--- src/rtl/rle_run_encoder_if.sv ---
// Token output channel of rle_run_encoder: valid/ready handshake carrying
// {eof, eol, val, len} run tokens.
interface rle_run_encoder_if #(
    parameter int RUN_W = 11
);
    logic             tok_valid;
    logic             tok_ready;
    logic [RUN_W+2:0] tok_data;

    modport master (output tok_valid, output tok_data, input tok_ready);
    modport slave  (input tok_valid, input tok_data, output tok_ready);
endinterface

--- src/rtl/rle_run_encoder.sv ---
// Run-length encoder: classified pixel bits -> {eof, eol, val, len} tokens through a
// first-word fall-through FIFO. Define RLE_TOKEN_COUNT_EN to add the frame_tokens output.
module rle_run_encoder #(
    parameter int RUN_W      = 11,
    parameter int FIFO_DEPTH = 8,
    parameter int CNT_W      = 16
) (
    input  logic                          CLK,
    input  logic                          reset_n,
    input  logic                          enable,
    input  logic                          pix_bit,
    input  logic                          pix_eol,
    input  logic                          pix_eof,
    rle_run_encoder_if.master             tok,
    output logic [$clog2(FIFO_DEPTH):0]   fifo_level,
    input  logic                          ovf_clr,
    output logic                          overflow
`ifdef RLE_TOKEN_COUNT_EN
    ,
    output logic [CNT_W-1:0]              frame_tokens
`endif
);
    localparam int AW = $clog2(FIFO_DEPTH);
    localparam int LW = AW + 1;
    localparam logic [RUN_W-1:0] MAX_LEN = '1;
    localparam logic [RUN_W-1:0] LEN_ONE = RUN_W'(1);

    typedef logic [RUN_W+2:0] tok_t;
    typedef enum logic {IDLE, RUN} state_t;

    if (FIFO_DEPTH < 4 || (FIFO_DEPTH & (FIFO_DEPTH - 1)) != 0 || CNT_W < 1) begin : g_bad_param
        $error("rle_run_encoder: FIFO_DEPTH must be a power of two >= 4 and CNT_W >= 1");
    end

    state_t           state, state_nx;
    logic             run_val, val_nx;
    logic [RUN_W-1:0] run_len, len_nx, len_inc;
    logic             eol_in;
    logic [1:0]       n_tok, n_wr;
    tok_t             tok0, tok1;

    // Decode emits up to two tokens per pixel; the FIFO commits both or neither.
    always_comb begin
        state_nx = state;
        val_nx   = run_val;
        len_nx   = run_len;
        n_tok    = 2'd0;
        tok0     = '0;
        tok1     = '0;
        eol_in   = pix_eol | pix_eof;
        len_inc  = run_len + 1'b1;
        if (enable) begin
            case (state)
                IDLE: begin
                    val_nx = pix_bit;
                    len_nx = LEN_ONE;
                    if (eol_in) begin
                        n_tok  = 2'd1;
                        tok0   = {pix_eof, 1'b1, pix_bit, LEN_ONE};
                        len_nx = '0;
                    end else begin
                        state_nx = RUN;
                    end
                end
                RUN: begin
                    if (pix_bit == run_val) begin
                        if (!eol_in) begin
                            if (run_len != MAX_LEN) begin
                                len_nx = len_inc;
                            end else begin
                                n_tok  = 2'd1;
                                tok0   = {2'b00, run_val, MAX_LEN};
                                len_nx = LEN_ONE;
                            end
                        end else begin
                            state_nx = IDLE;
                            len_nx   = '0;
                            if (run_len != MAX_LEN) begin
                                n_tok = 2'd1;
                                tok0  = {pix_eof, 1'b1, run_val, len_inc};
                            end else begin
                                n_tok = 2'd2;
                                tok0  = {2'b00, run_val, MAX_LEN};
                                tok1  = {pix_eof, 1'b1, run_val, LEN_ONE};
                            end
                        end
                    end else begin
                        n_tok  = 2'd1;
                        tok0   = {2'b00, run_val, run_len};
                        val_nx = pix_bit;
                        len_nx = LEN_ONE;
                        if (eol_in) begin
                            n_tok    = 2'd2;
                            tok1     = {pix_eof, 1'b1, pix_bit, LEN_ONE};
                            state_nx = IDLE;
                            len_nx   = '0;
                        end
                    end
                end
                default: state_nx = IDLE;
            endcase
        end
    end

    tok_t          mem [FIFO_DEPTH];
    logic [AW-1:0] wr_ptr, rd_ptr;
    logic          pop, wr_ok, drop;
    logic [LW:0]   free_after;

    assign tok.tok_valid = (fifo_level != '0);
    assign tok.tok_data  = tok.tok_valid ? mem[rd_ptr] : '0;
    assign pop           = tok.tok_valid && tok.tok_ready;
    // The read of this cycle frees its slot before the write is judged.
    assign free_after    = (LW+1)'(FIFO_DEPTH) - {1'b0, fifo_level} + (LW+1)'(pop);
    assign wr_ok         = ((LW+1)'(n_tok) <= free_after);
    assign n_wr          = wr_ok ? n_tok : 2'd0;
    assign drop          = (n_tok != 2'd0) && !wr_ok;

    always_ff @(posedge CLK or negedge reset_n) begin
        if (!reset_n) begin
            state      <= IDLE;
            run_val    <= 1'b0;
            run_len    <= '0;
            wr_ptr     <= '0;
            rd_ptr     <= '0;
            fifo_level <= '0;
            overflow   <= 1'b0;
        end else begin
            state      <= state_nx;
            run_val    <= val_nx;
            run_len    <= len_nx;
            wr_ptr     <= wr_ptr + AW'(n_wr);
            rd_ptr     <= rd_ptr + AW'(pop);
            fifo_level <= fifo_level + LW'(n_wr) - LW'(pop);
            if (drop)
                overflow <= 1'b1;
            else if (ovf_clr)
                overflow <= 1'b0;
        end
    end

    always_ff @(posedge CLK) begin
        if (n_wr != 2'd0)
            mem[wr_ptr] <= tok0;
        if (n_wr == 2'd2)
            mem[wr_ptr + AW'(1)] <= tok1;
    end

`ifdef RLE_TOKEN_COUNT_EN
    logic [CNT_W-1:0] tok_cnt, cnt_sat;
    logic [CNT_W:0]   cnt_sum;
    logic             eof_emit;

    assign eof_emit = (n_tok == 2'd2) ? tok1[RUN_W+2] :
                      (n_tok == 2'd1) ? tok0[RUN_W+2] : 1'b0;
    assign cnt_sum  = {1'b0, tok_cnt} + (CNT_W+1)'(n_wr);
    assign cnt_sat  = cnt_sum[CNT_W] ? '1 : cnt_sum[CNT_W-1:0];

    // A dropped eof token still closes the frame; only the published count is skipped.
    always_ff @(posedge CLK or negedge reset_n) begin
        if (!reset_n) begin
            tok_cnt      <= '0;
            frame_tokens <= '0;
        end else if (eof_emit) begin
            tok_cnt <= '0;
            if (wr_ok)
                frame_tokens <= cnt_sat;
        end else begin
            tok_cnt <= cnt_sat;
        end
    end
`endif
endmodule

--- src/flat_wrapper.sv ---
// flat-port wrapper written by rule: the top's interface ports become plain ports
module rle_run_encoder_flat 
#(
    parameter int RUN_W      = 11,
    parameter int FIFO_DEPTH = 8,
    parameter int CNT_W      = 16
)
  (CLK, reset_n, enable, pix_bit, pix_eol, pix_eof, fifo_level, ovf_clr, overflow, tok_tok_valid, tok_tok_data, tok_tok_ready);
  rle_run_encoder_if #(.RUN_W(RUN_W)) tok_i ();
  input  logic CLK;
  input  logic reset_n;
  input  logic enable;
  input  logic pix_bit;
  input  logic pix_eol;
  input  logic pix_eof;
  output logic [$clog2(FIFO_DEPTH):0] fifo_level;
  input  logic ovf_clr;
  output logic overflow;
  output wire logic [$bits(tok_i.tok_valid)-1:0] tok_tok_valid;
  output wire logic [$bits(tok_i.tok_data)-1:0] tok_tok_data;
  input wire logic [$bits(tok_i.tok_ready)-1:0] tok_tok_ready;
  assign tok_tok_valid = tok_i.tok_valid;
  assign tok_tok_data = tok_i.tok_data;
  assign tok_i.tok_ready = tok_tok_ready;
  rle_run_encoder #(.RUN_W(RUN_W), .FIFO_DEPTH(FIFO_DEPTH), .CNT_W(CNT_W)) u_core (.CLK(CLK), .reset_n(reset_n), .enable(enable), .pix_bit(pix_bit), .pix_eol(pix_eol), .pix_eof(pix_eof), .tok(tok_i), .fifo_level(fifo_level), .ovf_clr(ovf_clr), .overflow(overflow));
endmodule
--- config.mk ---
export PLATFORM = sky130hd
export DESIGN_NAME = rle_run_encoder_flat
export DESIGN_NICKNAME = d
export VERILOG_FILES = /design/src/rtl/rle_run_encoder_if.sv /design/src/rtl/rle_run_encoder.sv /design/src/flat_wrapper.sv
export SDC_FILE = /design/constraint.sdc
export NUM_CORES = 1
export LEC_CHECK = 0
export CORE_ASPECT_RATIO = 1.75
export CORE_UTILIZATION = 66
export DETAILED_ROUTE_END_ITERATION = 8
export PLACE_DENSITY = 0.85
export SLEW_MARGIN = 15
export SYNTH_ARGS = -nofsm -noshare
export SYNTH_HDL_FRONTEND = slang
export SYNTH_SLANG_ARGS = --single-unit
export TNS_END_PERCENT = 100
--- constraint.sdc ---
create_clock -name CLK -period 9.9 [get_ports CLK]
set_input_delay 1.485 -clock CLK [delete_from_list [all_inputs] [get_ports CLK]]
set_output_delay 1.485 -clock CLK [all_outputs]
set_load 0.005 [all_outputs]
==> results.cfg <==
[clocking]
cts_resized = 0
root_buffer = clkbuf_16
cts_tree = built
cts_buffers = 17
clock-sinks = 136
post-cts-setup-buffer-count = 0
path_clk_slew_ns = 0.06
cts_hold_buf = 0
clk_latency_ns = 0.43
cts_buffer_depth = 2
htreeDepth = 4

[setup_path]
cp_max_fo = 12
crit_arrival_ns = 6.42
crit_path_max_incr_delay_ns = 0.93
required_ns = 10.24
cp_num_buf_inv = 4
criticalPathCategory = in2reg
cpMostUsedCell = ha_1
startpoint_type = input pin
crit_family = compound AO/OA/AOI/OAI gates
path_cells = clkdlybuf4s50_1, nor2_1, inv_2, o31ai_2, inv_1, ha_1, nand2_1, o221ai_2, o211ai_2, ha_1, inv_1, ha_1, a21o_1, a21oi_1, xor2_1
crit_slowest_cell = o31ai_2
crit_path_end_kind = flip-flop

[power]
sequentialPowerShare = 0.350
share_comb_of_total_power = 0.318
clockPowerShare = 0.332
p_total_mw = 1.95
intPower_mw = 1.26
p_per_area_nw_per_um2 = 240
p_leak_nw = 3.48
switchingPower_uw = 689
switching_share = 0.354
irDropWorstVdd_mv = 0.207

[yosys]
syn_inst = 708
ys.flop_type = dfxtp_1
syn_area_per_cell_um2 = 10.1
synthArstFlopShare = 0.176
synth_warnings = 0
synth_nets = 736
yosysSeqAreaShare = 0.440
synthesis.area_um2 = 7180
ys_ff_latch = 136
synth-edff-count = 32
yosysUniqueCellTypes = 61

[run_status]
status = finished clean

[floorplanning]
pin_count = 28
die_h_um = 140
start_util = 0.675
core_area_um2 = 10600
die-area_um2 = 11300
std_cell_rows = 50
dieWidth_um = 80.9

[finish]
final_area_um2 = 8100
drive_gt1_frac = 0.151
nets = 748
area_growth_pct = 12.8
post-route-util = 0.762
diodes = 0

[sta]
slew_headroom = 0.242
grt_setup_unrepaired = no
fin_crit_ns = 6.07
hold_violations = 0
final.setup.tns_ns = 0
tightest_slew_ns = 1.13
finalCritPeriodShare = 0.613
setup_viol = 0
fmax_ghz = 0.165
clock_skew_ns = 0.0122
whs_ns = 0.463
slew_viol_final = 0

[route]
vias = 5877
drtPass1Iterations = 7
routed_wirelength_um = 18900
drt-initial-drc-count = 503
drtAntennaViolNets = 0
drt_drc_violations_left = 0
wl_per_cell_um = 21.9
viasPerCell = 6.81

[grt]
grt_util_met2 = 0.617
grt-ovfl-total = 0
track_usage = 0.361
antenna_found_initial = 0
use_met3 = 0.0684
grt_pass1_wl_um = 30000
use_met1 = 0.391
first_global_vias = 6066
busiest_layer = met2
grt_start_max_net_pins = 30

[placement]
gp_routability_congestion = 0.943
portBuffers = 27
dpl.hpwl_um = 12300
place_area_um2 = 7490

[job]
max-cap-violations = 0

[worst_hold_path]
min_path_type = reg2reg
-- path summary, 6_finish.rpt --
| kind | start | to | slack [ns] | depth (start not counted) |
|---|---|---|---|---|
| worst max-delay path | pix_eof | u_core.fifo_level[3]$_DFF_PN0_ | 3.83 | 15 |
| worst min-delay path | u_core.mem[7][3]$_SDFFE_PP0P_ | u_core.mem[7][3]$_SDFFE_PP0P_ | 0.46 | 2 |
| worst max register to register | u_core.run_len[0]$_DFFE_PN0P_ | u_core.fifo_level[3]$_DFF_PN0_ | 4.64 | 17 |
| worst min register to register | u_core.mem[7][3]$_SDFFE_PP0P_ | u_core.mem[7][3]$_SDFFE_PP0P_ | 0.46 | 2 |
| max in group asynchronous | reset_n | u_core.rd_ptr[0]$_DFF_PN0_ | 8.46 | 1 |
| min in group asynchronous | reset_n | u_core.run_len[8]$_DFFE_PN0P_ | 1.04 | 1 |
-- worst reg2reg max path: stages (launching register included) --
cell and delay, ns:
dfrtp_1 0.50, ha_1 0.34, and3_1 0.39, and4_1 0.39, ha_1 0.30, a32oi_1 0.21, o31ai_2 0.27, inv_1 0.17
ha_1 0.25, nand2_1 0.10, o221ai_2 0.31, o211ai_2 0.74, ha_1 0.37, inv_1 0.10, ha_1 0.24, a21o_1 0.17
a21oi_1 0.16, xor2_1 0.17
-- metrics by stage --
stage               cells  worst slack [ns]
global placement      831              3.31
finish                863              3.83
detailed placement    831              3.09
floorplan             708              5.12
CTS                   863              3.52
global route          863              3.44
-- cell type report --
class	instances	area (um^2)
Clock buffer	17	425
Clock inverter	15	179
Fill cell	683	2540
Inverter	24	90.1
Multi-Input combinational cell	499	3700
Sequential cell	136	3160
Tap cell	130	163
Timing Repair Buffer	42	378
-- routing by layer --
metal | share of wire | vias up | wire [um]
li1 | - | 2575 | -
met1 | 0.35 | 2862 | 6590
met4 | 0.060 | 0 | 1140
met3 | 0.067 | 105 | 1260
met5 | 0 | - | 0
met2 | 0.53 | 335 | 9950
-- kinds of logic (layout without fill, tap and decap cells) --
logic type | Yosys count | count (layout) | share of synthesized area
AND/OR/NAND/NOR | 248 | 248 | 0.156
XOR/XNOR | 8 | 8 | 0.00976
multiplexers | 95 | 95 | 0.183
adder cells (fa/ha/maj) | 20 | 20 | 0.0369
buffers and inverters | 73 | 98 | 0.0469
AO/OA/AOI/OAI | 128 | 128 | 0.127
flip-flops | 136 | 136 | 0.440
-- power by group through the flow --
stage,Sequential (mW),Combinational [mW],Clock (mW)
after detailed placement,0.692,0.607,0
after global placement,0.688,0.582,0
after CTS,0.681,0.613,0.646
after global routing,0.687,0.668,0.672
after floorplan,0.655,0.459,0
final,0.682,0.619,0.645
-- registers in the layout, indices dropped and copies added, names as in the netlist --
name and cells:
u_core.mem 112, u_core.run_len 11, u_core.fifo_level 4, u_core.rd_ptr 3
u_core.wr_ptr 3, u_core.overflow 1, u_core.run_val 1, u_core.state 1
-- layout by cell type, fill, tap and decap left out, types with 3 or more instances in the layout --
cell	instances
a311oi_2	3
nor2_1	115
nand2_1	73
o22ai_1	9
mux2i_1	62
and3_1	6
xnor2_1	3
clkbuf_16	17
o211ai_2	3
inv_6	6
a21oi_1	39
o21ai_0	30
nor4_2	4
inv_8	4
edfxtp_1	32
and2_1	4
dfxtp_1	80
mux2_2	4
clkdlybuf4s50_1	26
a31oi_1	5
mux4_2	28
inv_1	23
ha_1	18
o2111ai_2	5
dfrtp_1	23
o31ai_1	5
xor2_1	5
nand4_1	6
buf_4	15
nand3_1	10
nor3_1	15
a22oi_1	9
-- Yosys cell counts (10+ instances only) --
cell type  count  area, um^2
a21oi_1       39         195
buf_2         23         115
clkbuf_1      18        67.6
dfrtp_1       24         601
dfxtp_1       80        1600
edfxtp_1      32         961
ha_1          18         225
inv_1         23        86.3
mux2i_1       62         621
mux4_2        28         631
nand2_1       73         274
nand3_1       10        50.1
nor2_1       115         432
nor3_1        15        75.1
o21ai_0       30         150
Note: power is estimated with default switching activity, not from simulation.
